$ cat src/rtl/dcpu_pkg.sv
// dcpu_pkg: shared definitions for the RV32I decode stage.
//   - XLEN / REG_AW datapath and register-address widths
//   - RV32I major opcode constants
//   - ex_op_e op-class enum presented to execute
//   - imm_fmt_e immediate-format enum and the immediate builder
//   - ex_bundle_t registered bundle handed to execute
package dcpu_pkg;

    localparam int XLEN   = 32;
    localparam int REG_AW = 5;
    localparam int NREGS  = 1 << REG_AW;

    localparam logic [6:0] OPC_LUI   = 7'b0110111;
    localparam logic [6:0] OPC_AUIPC = 7'b0010111;
    localparam logic [6:0] OPC_JAL   = 7'b1101111;
    localparam logic [6:0] OPC_JALR  = 7'b1100111;
    localparam logic [6:0] OPC_BR    = 7'b1100011;
    localparam logic [6:0] OPC_LD    = 7'b0000011;
    localparam logic [6:0] OPC_ST    = 7'b0100011;
    localparam logic [6:0] OPC_OPI   = 7'b0010011;
    localparam logic [6:0] OPC_OP    = 7'b0110011;
    localparam logic [6:0] OPC_SYS   = 7'b1110011;
    localparam logic [6:0] OPC_MISC  = 7'b0001111;  // FENCE, folded into SYS

    typedef enum logic [3:0] {
        OP_LUI, OP_AUIPC, OP_JAL, OP_JALR, OP_BR,
        OP_LD, OP_ST, OP_OPI, OP_OP, OP_SYS
    } ex_op_e;

    typedef enum logic [2:0] {
        IMM_NONE, IMM_I, IMM_S, IMM_B, IMM_U, IMM_J
    } imm_fmt_e;

    typedef struct packed {
        logic [XLEN-1:0]   pc;
        ex_op_e            op;
        logic [2:0]        funct3;
        logic              alt;
        logic [XLEN-1:0]   rs1_val;
        logic [XLEN-1:0]   rs2_val;
        logic [XLEN-1:0]   imm;
        logic [REG_AW-1:0] rd;
        logic              wen;
        logic              illegal;
    } ex_bundle_t;

    function automatic logic [31:0] build_imm(input imm_fmt_e fmt, input logic [31:0] i);
        case (fmt)
            IMM_I:   build_imm = {{20{i[31]}}, i[31:20]};
            IMM_S:   build_imm = {{20{i[31]}}, i[31:25], i[11:7]};
            IMM_B:   build_imm = {{19{i[31]}}, i[31], i[7], i[30:25], i[11:8], 1'b0};
            IMM_U:   build_imm = {i[31:12], 12'b0};
            IMM_J:   build_imm = {{11{i[31]}}, i[31], i[19:12], i[20], i[30:21], 1'b0};
            default: build_imm = '0;
        endcase
    endfunction

endpackage

$ cat src/rtl/decode_stage_decoder.sv
// instr_decoder: purely combinational RV32I opcode classifier.
//   instr_i     in   32  instruction word
//   op_o        out  4   op class
//   imm_o       out  32  sign-extended immediate for the opcode's format
//   uses_rs1_o  out  1   rs1 is a source operand
//   uses_rs2_o  out  1   rs2 is a source operand
//   writes_rd_o out  1   instruction writes a non-zero rd
//   illegal_o   out  1   opcode outside RV32I
module instr_decoder
    import dcpu_pkg::*;
(
    input  logic [31:0] instr_i,
    output ex_op_e      op_o,
    output logic [31:0] imm_o,
    output logic        uses_rs1_o,
    output logic        uses_rs2_o,
    output logic        writes_rd_o,
    output logic        illegal_o
);

    imm_fmt_e fmt;
    logic     wr;

    always_comb begin
        op_o       = OP_LUI;
        fmt        = IMM_NONE;
        uses_rs1_o = 1'b0;
        uses_rs2_o = 1'b0;
        wr         = 1'b0;
        illegal_o  = 1'b0;
        case (instr_i[6:0])
            OPC_LUI:   begin op_o = OP_LUI;   fmt = IMM_U; wr = 1'b1; end
            OPC_AUIPC: begin op_o = OP_AUIPC; fmt = IMM_U; wr = 1'b1; end
            OPC_JAL:   begin op_o = OP_JAL;   fmt = IMM_J; wr = 1'b1; end
            OPC_JALR:  begin op_o = OP_JALR;  fmt = IMM_I; uses_rs1_o = 1'b1; wr = 1'b1; end
            OPC_BR:    begin op_o = OP_BR;    fmt = IMM_B; uses_rs1_o = 1'b1; uses_rs2_o = 1'b1; end
            OPC_LD:    begin op_o = OP_LD;    fmt = IMM_I; uses_rs1_o = 1'b1; wr = 1'b1; end
            OPC_ST:    begin op_o = OP_ST;    fmt = IMM_S; uses_rs1_o = 1'b1; uses_rs2_o = 1'b1; end
            OPC_OPI:   begin op_o = OP_OPI;   fmt = IMM_I; uses_rs1_o = 1'b1; wr = 1'b1; end
            OPC_OP:    begin op_o = OP_OP;    uses_rs1_o = 1'b1; uses_rs2_o = 1'b1; wr = 1'b1; end
            OPC_SYS,
            OPC_MISC:  begin op_o = OP_SYS;   fmt = IMM_I; uses_rs1_o = 1'b1; end
            default:   illegal_o = 1'b1;
        endcase
        imm_o       = build_imm(fmt, instr_i);
        // x0 writes are architectural no-ops: never track them in the scoreboard
        writes_rd_o = wr & (instr_i[11:7] != 5'd0);
    end

endmodule

$ cat src/rtl/decode_stage.sv
// decode_stage: RV32I decode / operand-read stage between fetch and execute.
//   clk, rst                 clock, synchronous active-high reset
//   if_valid/if_ready        fetch handshake; if_pc, if_instr presented instruction
//   rs_addr1/rs_addr2        register-file read addresses (combinational)
//   r_reg1/r_reg2            register-file read data (same cycle)
//   ex_valid/ex_ready        execute handshake for the registered bundle
//   ex_pc..ex_illegal        decoded bundle fields
//   wb_valid/wb_rd           writeback commit, clears the busy bit
//   flush                    kill the held bundle, block acceptance
module decode_stage
    import dcpu_pkg::*;
#(
    parameter int XLEN_P   = XLEN,
    parameter int REG_AW_P = REG_AW
) (
    input  logic                clk,
    input  logic                rst,
    input  logic                if_valid,
    output logic                if_ready,
    input  logic [XLEN_P-1:0]   if_pc,
    input  logic [31:0]         if_instr,
    output logic [REG_AW_P-1:0] rs_addr1,
    output logic [REG_AW_P-1:0] rs_addr2,
    input  logic [XLEN_P-1:0]   r_reg1,
    input  logic [XLEN_P-1:0]   r_reg2,
    output logic                ex_valid,
    input  logic                ex_ready,
    output logic [XLEN_P-1:0]   ex_pc,
    output logic [3:0]          ex_op,
    output logic [2:0]          ex_funct3,
    output logic                ex_alt,
    output logic [XLEN_P-1:0]   ex_rs1_val,
    output logic [XLEN_P-1:0]   ex_rs2_val,
    output logic [XLEN_P-1:0]   ex_imm,
    output logic [REG_AW_P-1:0] ex_rd,
    output logic                ex_wen,
    output logic                ex_illegal,
    input  logic                wb_valid,
    input  logic [REG_AW_P-1:0] wb_rd,
    input  logic                flush
);

    ex_op_e            dec_op;
    logic [31:0]       dec_imm;
    logic              uses_rs1, uses_rs2, writes_rd, illegal;
    logic [REG_AW-1:0] rd_w;
    logic              stall, accept;

    logic [NREGS-1:0]  busy_q, busy_d, busy_eff;
    ex_bundle_t        ex_q, ex_d;
    logic              ex_valid_q, ex_valid_d;

    instr_decoder u_dec (
        .instr_i     (if_instr),
        .op_o        (dec_op),
        .imm_o       (dec_imm),
        .uses_rs1_o  (uses_rs1),
        .uses_rs2_o  (uses_rs2),
        .writes_rd_o (writes_rd),
        .illegal_o   (illegal)
    );

    assign rs_addr1 = if_instr[19:15];
    assign rs_addr2 = if_instr[24:20];
    assign rd_w     = if_instr[11:7];

    // x0 never busy; stall is computed from registered busy only, so a
    // same-cycle writeback releases the stall one cycle later.
    assign busy_eff = {busy_q[NREGS-1:1], 1'b0};
    assign stall    = (uses_rs1 & busy_eff[rs_addr1]) |
                      (uses_rs2 & busy_eff[rs_addr2]) |
                      (writes_rd & busy_eff[rd_w]);
    assign if_ready = ~rst & ~flush & ~stall & (~ex_valid_q | ex_ready);
    assign accept   = if_valid & if_ready;

    always_comb begin
        ex_d       = ex_q;
        ex_valid_d = ex_valid_q;
        if (flush) begin
            ex_valid_d = 1'b0;
        end else if (accept) begin
            ex_valid_d     = 1'b1;
            ex_d.pc        = if_pc;
            ex_d.op        = dec_op;
            ex_d.funct3    = if_instr[14:12];
            ex_d.alt       = if_instr[30];
            ex_d.rs1_val   = uses_rs1 ? r_reg1 : '0;
            ex_d.rs2_val   = uses_rs2 ? r_reg2 : '0;
            ex_d.imm       = dec_imm;
            ex_d.rd        = rd_w;
            ex_d.wen       = writes_rd;
            ex_d.illegal   = illegal;
        end else if (ex_valid_q && ex_ready) begin
            ex_valid_d = 1'b0;
        end
    end

    always_comb begin
        busy_d = busy_q;
        if (wb_valid && wb_rd != '0)
            busy_d[wb_rd] = 1'b0;
        // the killed bundle was the only pending writer of its rd (WAW stall)
        if (flush && ex_valid_q && ex_q.wen)
            busy_d[ex_q.rd] = 1'b0;
        if (accept && writes_rd)
            busy_d[rd_w] = 1'b1;
        busy_d[0] = 1'b0;
    end

    always_ff @(posedge clk) begin
        if (rst) begin
            ex_q       <= '0;
            ex_valid_q <= 1'b0;
            busy_q     <= '0;
        end else begin
            ex_q       <= ex_d;
            ex_valid_q <= ex_valid_d;
            busy_q     <= busy_d;
        end
    end

    // A writer can only be accepted for a register nobody else is writing back.
    always_ff @(posedge clk) begin
        if (!rst && accept && writes_rd)
            assert (!(wb_valid && wb_rd == rd_w));
    end

    assign ex_valid   = ex_valid_q;
    assign ex_pc      = ex_q.pc;
    assign ex_op      = ex_q.op;
    assign ex_funct3  = ex_q.funct3;
    assign ex_alt     = ex_q.alt;
    assign ex_rs1_val = ex_q.rs1_val;
    assign ex_rs2_val = ex_q.rs2_val;
    assign ex_imm     = ex_q.imm;
    assign ex_rd      = ex_q.rd;
    assign ex_wen     = ex_q.wen;
    assign ex_illegal = ex_q.illegal;

endmodule
$ cat config.mk
export PLATFORM = sky130hd
export DESIGN_NAME = decode_stage
export DESIGN_NICKNAME = d
export VERILOG_FILES = /design/src/rtl/dcpu_pkg.sv /design/src/rtl/decode_stage_decoder.sv /design/src/rtl/decode_stage.sv
export SDC_FILE = /design/constraint.sdc
export NUM_CORES = 1
export LEC_CHECK = 0
export ABC_AREA = 1
export CORE_UTILIZATION = 40
export CTS_CLUSTER_SIZE = 20
export DETAILED_ROUTE_END_ITERATION = 7
export HOLD_SLACK_MARGIN = 0.02
export PLACE_DENSITY = 0.81
export SLEW_MARGIN = 5
export SYNTH_ARGS = -nofsm -noshare
export SYNTH_HDL_FRONTEND = slang
export SYNTH_SLANG_ARGS = --single-unit
$ cat constraint.sdc
create_clock -name clk -period 3.38 [get_ports clk]
set_clock_uncertainty 0.1 [all_clocks]
set_input_delay 1.014 -clock clk [delete_from_list [all_inputs] [get_ports clk]]
set_output_delay 1.014 -clock clk [all_outputs]
set_load 0.05 [all_outputs]
==> key figures <==
Run status
  • Run status: finished with violations
  • Failing checks: negative setup slack

GRT
  • Largest net degree at the start of global routing: 88
  • Remaining global-route overflow: 0
  • Initial antenna violation count: 0
  • Vias in the first global route: 9,927
  • First-pass GRT wire length: 53.0 mm
  • GRT Total Usage: 30.0%

Synthesis
  • Post-synthesis adder-cell area fraction: 0%
  • Sequential area share after synthesis: 39.2%
  • Mapped Area: 0.00893 mm^2
  • Register bit total from synthesis: 175
  • Synthesis Warnings: 0
  • Largest family of logic cells by synthesized area: simple AND/OR/NAND/NOR gates
  • Gate Count Post-Synth: 1,419
  • Synth Area in Compound Gates: 14.5%
  • Unique masters post-synth: 28
  • XOR/XNOR share of the synthesized area: 0%
  • Simple-gate share of the synthesized area: 34.7%
  • Synthesized net count: 1,558
  • Multiplexer share of the synthesized area: 0%
  • Syn avg cell area: 6.29 um^2

Placement
  • Pre-CTS setup slack: -0.659 ns
  • IO buf count: 293
  • DP HPWL: 25.7 mm
  • GPL Wtd Cong: 1.01

Timing
  • Final number of hold-violating endpoints: 0
  • Final worst slack: -0.000250 ns
  • Max-slew headroom: 54.6%
  • Min Tclk post-route: 3.38 ns
  • Final Setup Violations: 1
  • Sum Neg Setup Slack: -0.000250 ns
  • Slew Viols, Final: 0
  • Least-Margin Pin Slew: 0.676 ns
  • F_max: 0.296 GHz
  • Final period utilization: 100%

Worst setup path
  • Critical Path Source: if_instr[5]
  • Slowest cell on crit path: a21oi_4
  • FF-to-FF path depth: 16
  • Crit start category: primary input
  • Required @ worst endpoint: 2.27 ns
  • Crit-path max FO: 3
  • Critical path destination: if_ready
  • WP data arrival: 2.27 ns
  • CP cell instances: buf_2, inv_2, nand3_4, buf_12, a21oi_4, nor2_4, nor2_4, nand3_2, nand2_2, nor2_4, buf_6
  • Worst path bufs/invs: 4
  • Worst r2r dst: ex_pc[0]
  • Crit path kind: in2out
  • Crit. End Element: output port
  • Critical path depth: 11
  • Most frequent CP cell: nor2_4
  • R2R setup slack: 0.83 ns
  • Crit path largest cell delay: 0.17 ns
  • RR Startpoint: busy_q[31]
  • Crit-path leading delay family: buffers and inverters

Clock network
  • Skew-Pair Late Insertion Delay: 0.43 ns
  • Sink Count: 175
  • TritonCTS Buffers: 17
  • Longest Clk Path Bufs: 2
  • Clk root buf: clkbuf_16
  • H-Tree Depth: 4
  • CTS clk-pin slew, worst paths: 0.07 ns
  • CTS tree: built

Finish
  • Commonest cells after routing, fill and taps aside: nor2_1 (370), clkdlybuf4s50_1 (260), dfxtp_1 (175), nand2_1 (168), inv_1 (133)
  • Layout Nets: 1,920
  • Area Growth Syn to Fin: 59.5%
  • Layout cell share with drive strength beyond 1: 16.9%
  • Commonest non-fill, non-tap cell in the layout: nor2_1

Routing
  • Drt total wl: 35.8 mm
  • Vias: 10,900
  • Met3 WL: 3.41 mm
  • DR WL/cell: 17.2 um
  • Top sig layer: met4
  • Detailed Routing Iterations Pass 1: 5
  • Met1 wire length: 14.5 mm
  • Drt drc: 0
  • Detail Route met2 WL: 16.5 mm
  • Vias per cell: 5.27
  • Post-route ant nets: 0
  • Violation count after the first detailed-route iteration: 953

Floorplan
  • Initial Util: 40.9%
  • Die width: 151 um
  • I/O Pins: 294
  • Core area: 0.0218 mm^2
  • Die Y: 151 um
  • Row cnt: 54
  • Die area: 0.0229 mm^2

Pwr
  • Peak VDD IR: 0.000327 V
  • Power Dens Cells: 387 mW/mm^2
  • P_leak: 0.00604 uW

Job
  • Max cap viols: 0

Worst hold path
  • Worst Hold Class: reg2reg
[worst min path at each step]
stage | depth (start not counted) | startpoint | slack (ns) | end
6_report | 2 | ex_imm[16] | 0.36 | ex_imm[16]
5_1_grt | 2 | ex_imm[19] | 0.38 | ex_imm[19]
4_1_cts | 2 | ex_imm[19] | 0.37 | ex_imm[19]
3_5_place_dp | 2 | ex_imm[8] | 0.36 | ex_imm[8]
3_3_place_gp | 2 | ex_imm[24] | 0.35 | ex_imm[24]
2_1_floorplan | 2 | busy_q[23] | 0.38 | busy_q[23]
[worst min-delay path, cell delays in order, from the launching register on]
cell     delay, ns
dfxtp_1       0.31
nand2_1       0.06
a21oi_1       0.05
[Yosys cell counts]
master	count	share of area (%)
a21oi_1	92	5.2
a221o_1	1	0.11
buf_1	8	0.34
buf_2	27	1.5
buf_4	15	1.3
buf_6	4	0.50
clkbuf_1	36	1.5
clkinv_1	1	0.042
clkinv_2	1	0.056
dfxtp_1	175	39
inv_1	143	6.0
inv_2	8	0.34
nand2_1	187	7.9
nand2_2	4	0.28
nand3_1	109	6.1
nand4_1	40	2.8
nor2_1	389	16
nor2_2	1	0.070
nor2_4	1	0.13
nor3_1	16	0.90
nor4_1	1	0.070
o2111ai_1	1	0.098
o211ai_1	4	0.34
o21ai_0	61	3.4
o21ai_1	88	4.9
o221ai_1	4	0.39
o22ai_1	1	0.070
or2_2	1	0.070
[registers in the layout, summed over array words and instances, names as in the netlist, 3 cells and up]
register    count
busy_q         31
ex_funct3       3
ex_imm         32
ex_op           4
ex_pc          32
ex_rd           5
ex_rs1_val     32
ex_rs2_val     32
[timing repair]
action	in CTS	in global routing
setup buffers	17	8
hold buffers	0	0
gates cloned	3	2
endpoints found under the setup margin	30	1
resized for setup	154	93
pin swaps	27	38
endpoints found under the hold margin	0	0
[per-stage QoR]
step           hold slack [ns]  std cells  power (uW)  utilization [%]  cell area, um^2
2_1_floorplan            0.384       1419        2890                -             8950
3_3_place_gp             0.347       2013        3420             58.8            12800
3_5_place_dp             0.356       2013        3430             58.8            12800
4_1_cts                  0.366       2065        5470             63.6            13900
5_1_grt                  0.383       2074        5700             65.2            14200
6_report                 0.364       2076        5510             65.2            14200
[final cells by class]
class	count	area, um^2
Fill cell	1814	7590
Multi-Input combinational cell	1002	4870
Timing Repair Buffer	432	4300
Sequential cell	175	3500
Inverter	153	608
Clock buffer	18	429
Tap cell	280	350
Clock inverter	14	164
Antenna cell	2	5.00
[kinds of logic after synthesis]
| logic type | after synthesis |
|---|---|
| and+or+nand+nor | 749 |
| DFF | 175 |
| buffers and inverters | 243 |
| AOI/OAI and AO/OA | 252 |
[power breakdown]
part / switching [uW] / internal [uW]
Clock: 1010 / 1010
Combinational: 776 / 529
Sequential: 44.8 / 2140
[metal layers]
layer,track usage [%],vias up
li1,-,5271
met1,39.0,5004
met2,45.9,550
met3,8.07,108
met4,14.2,0
met5,0,-
No activity file was read; power rests on OpenSTA's default activity.
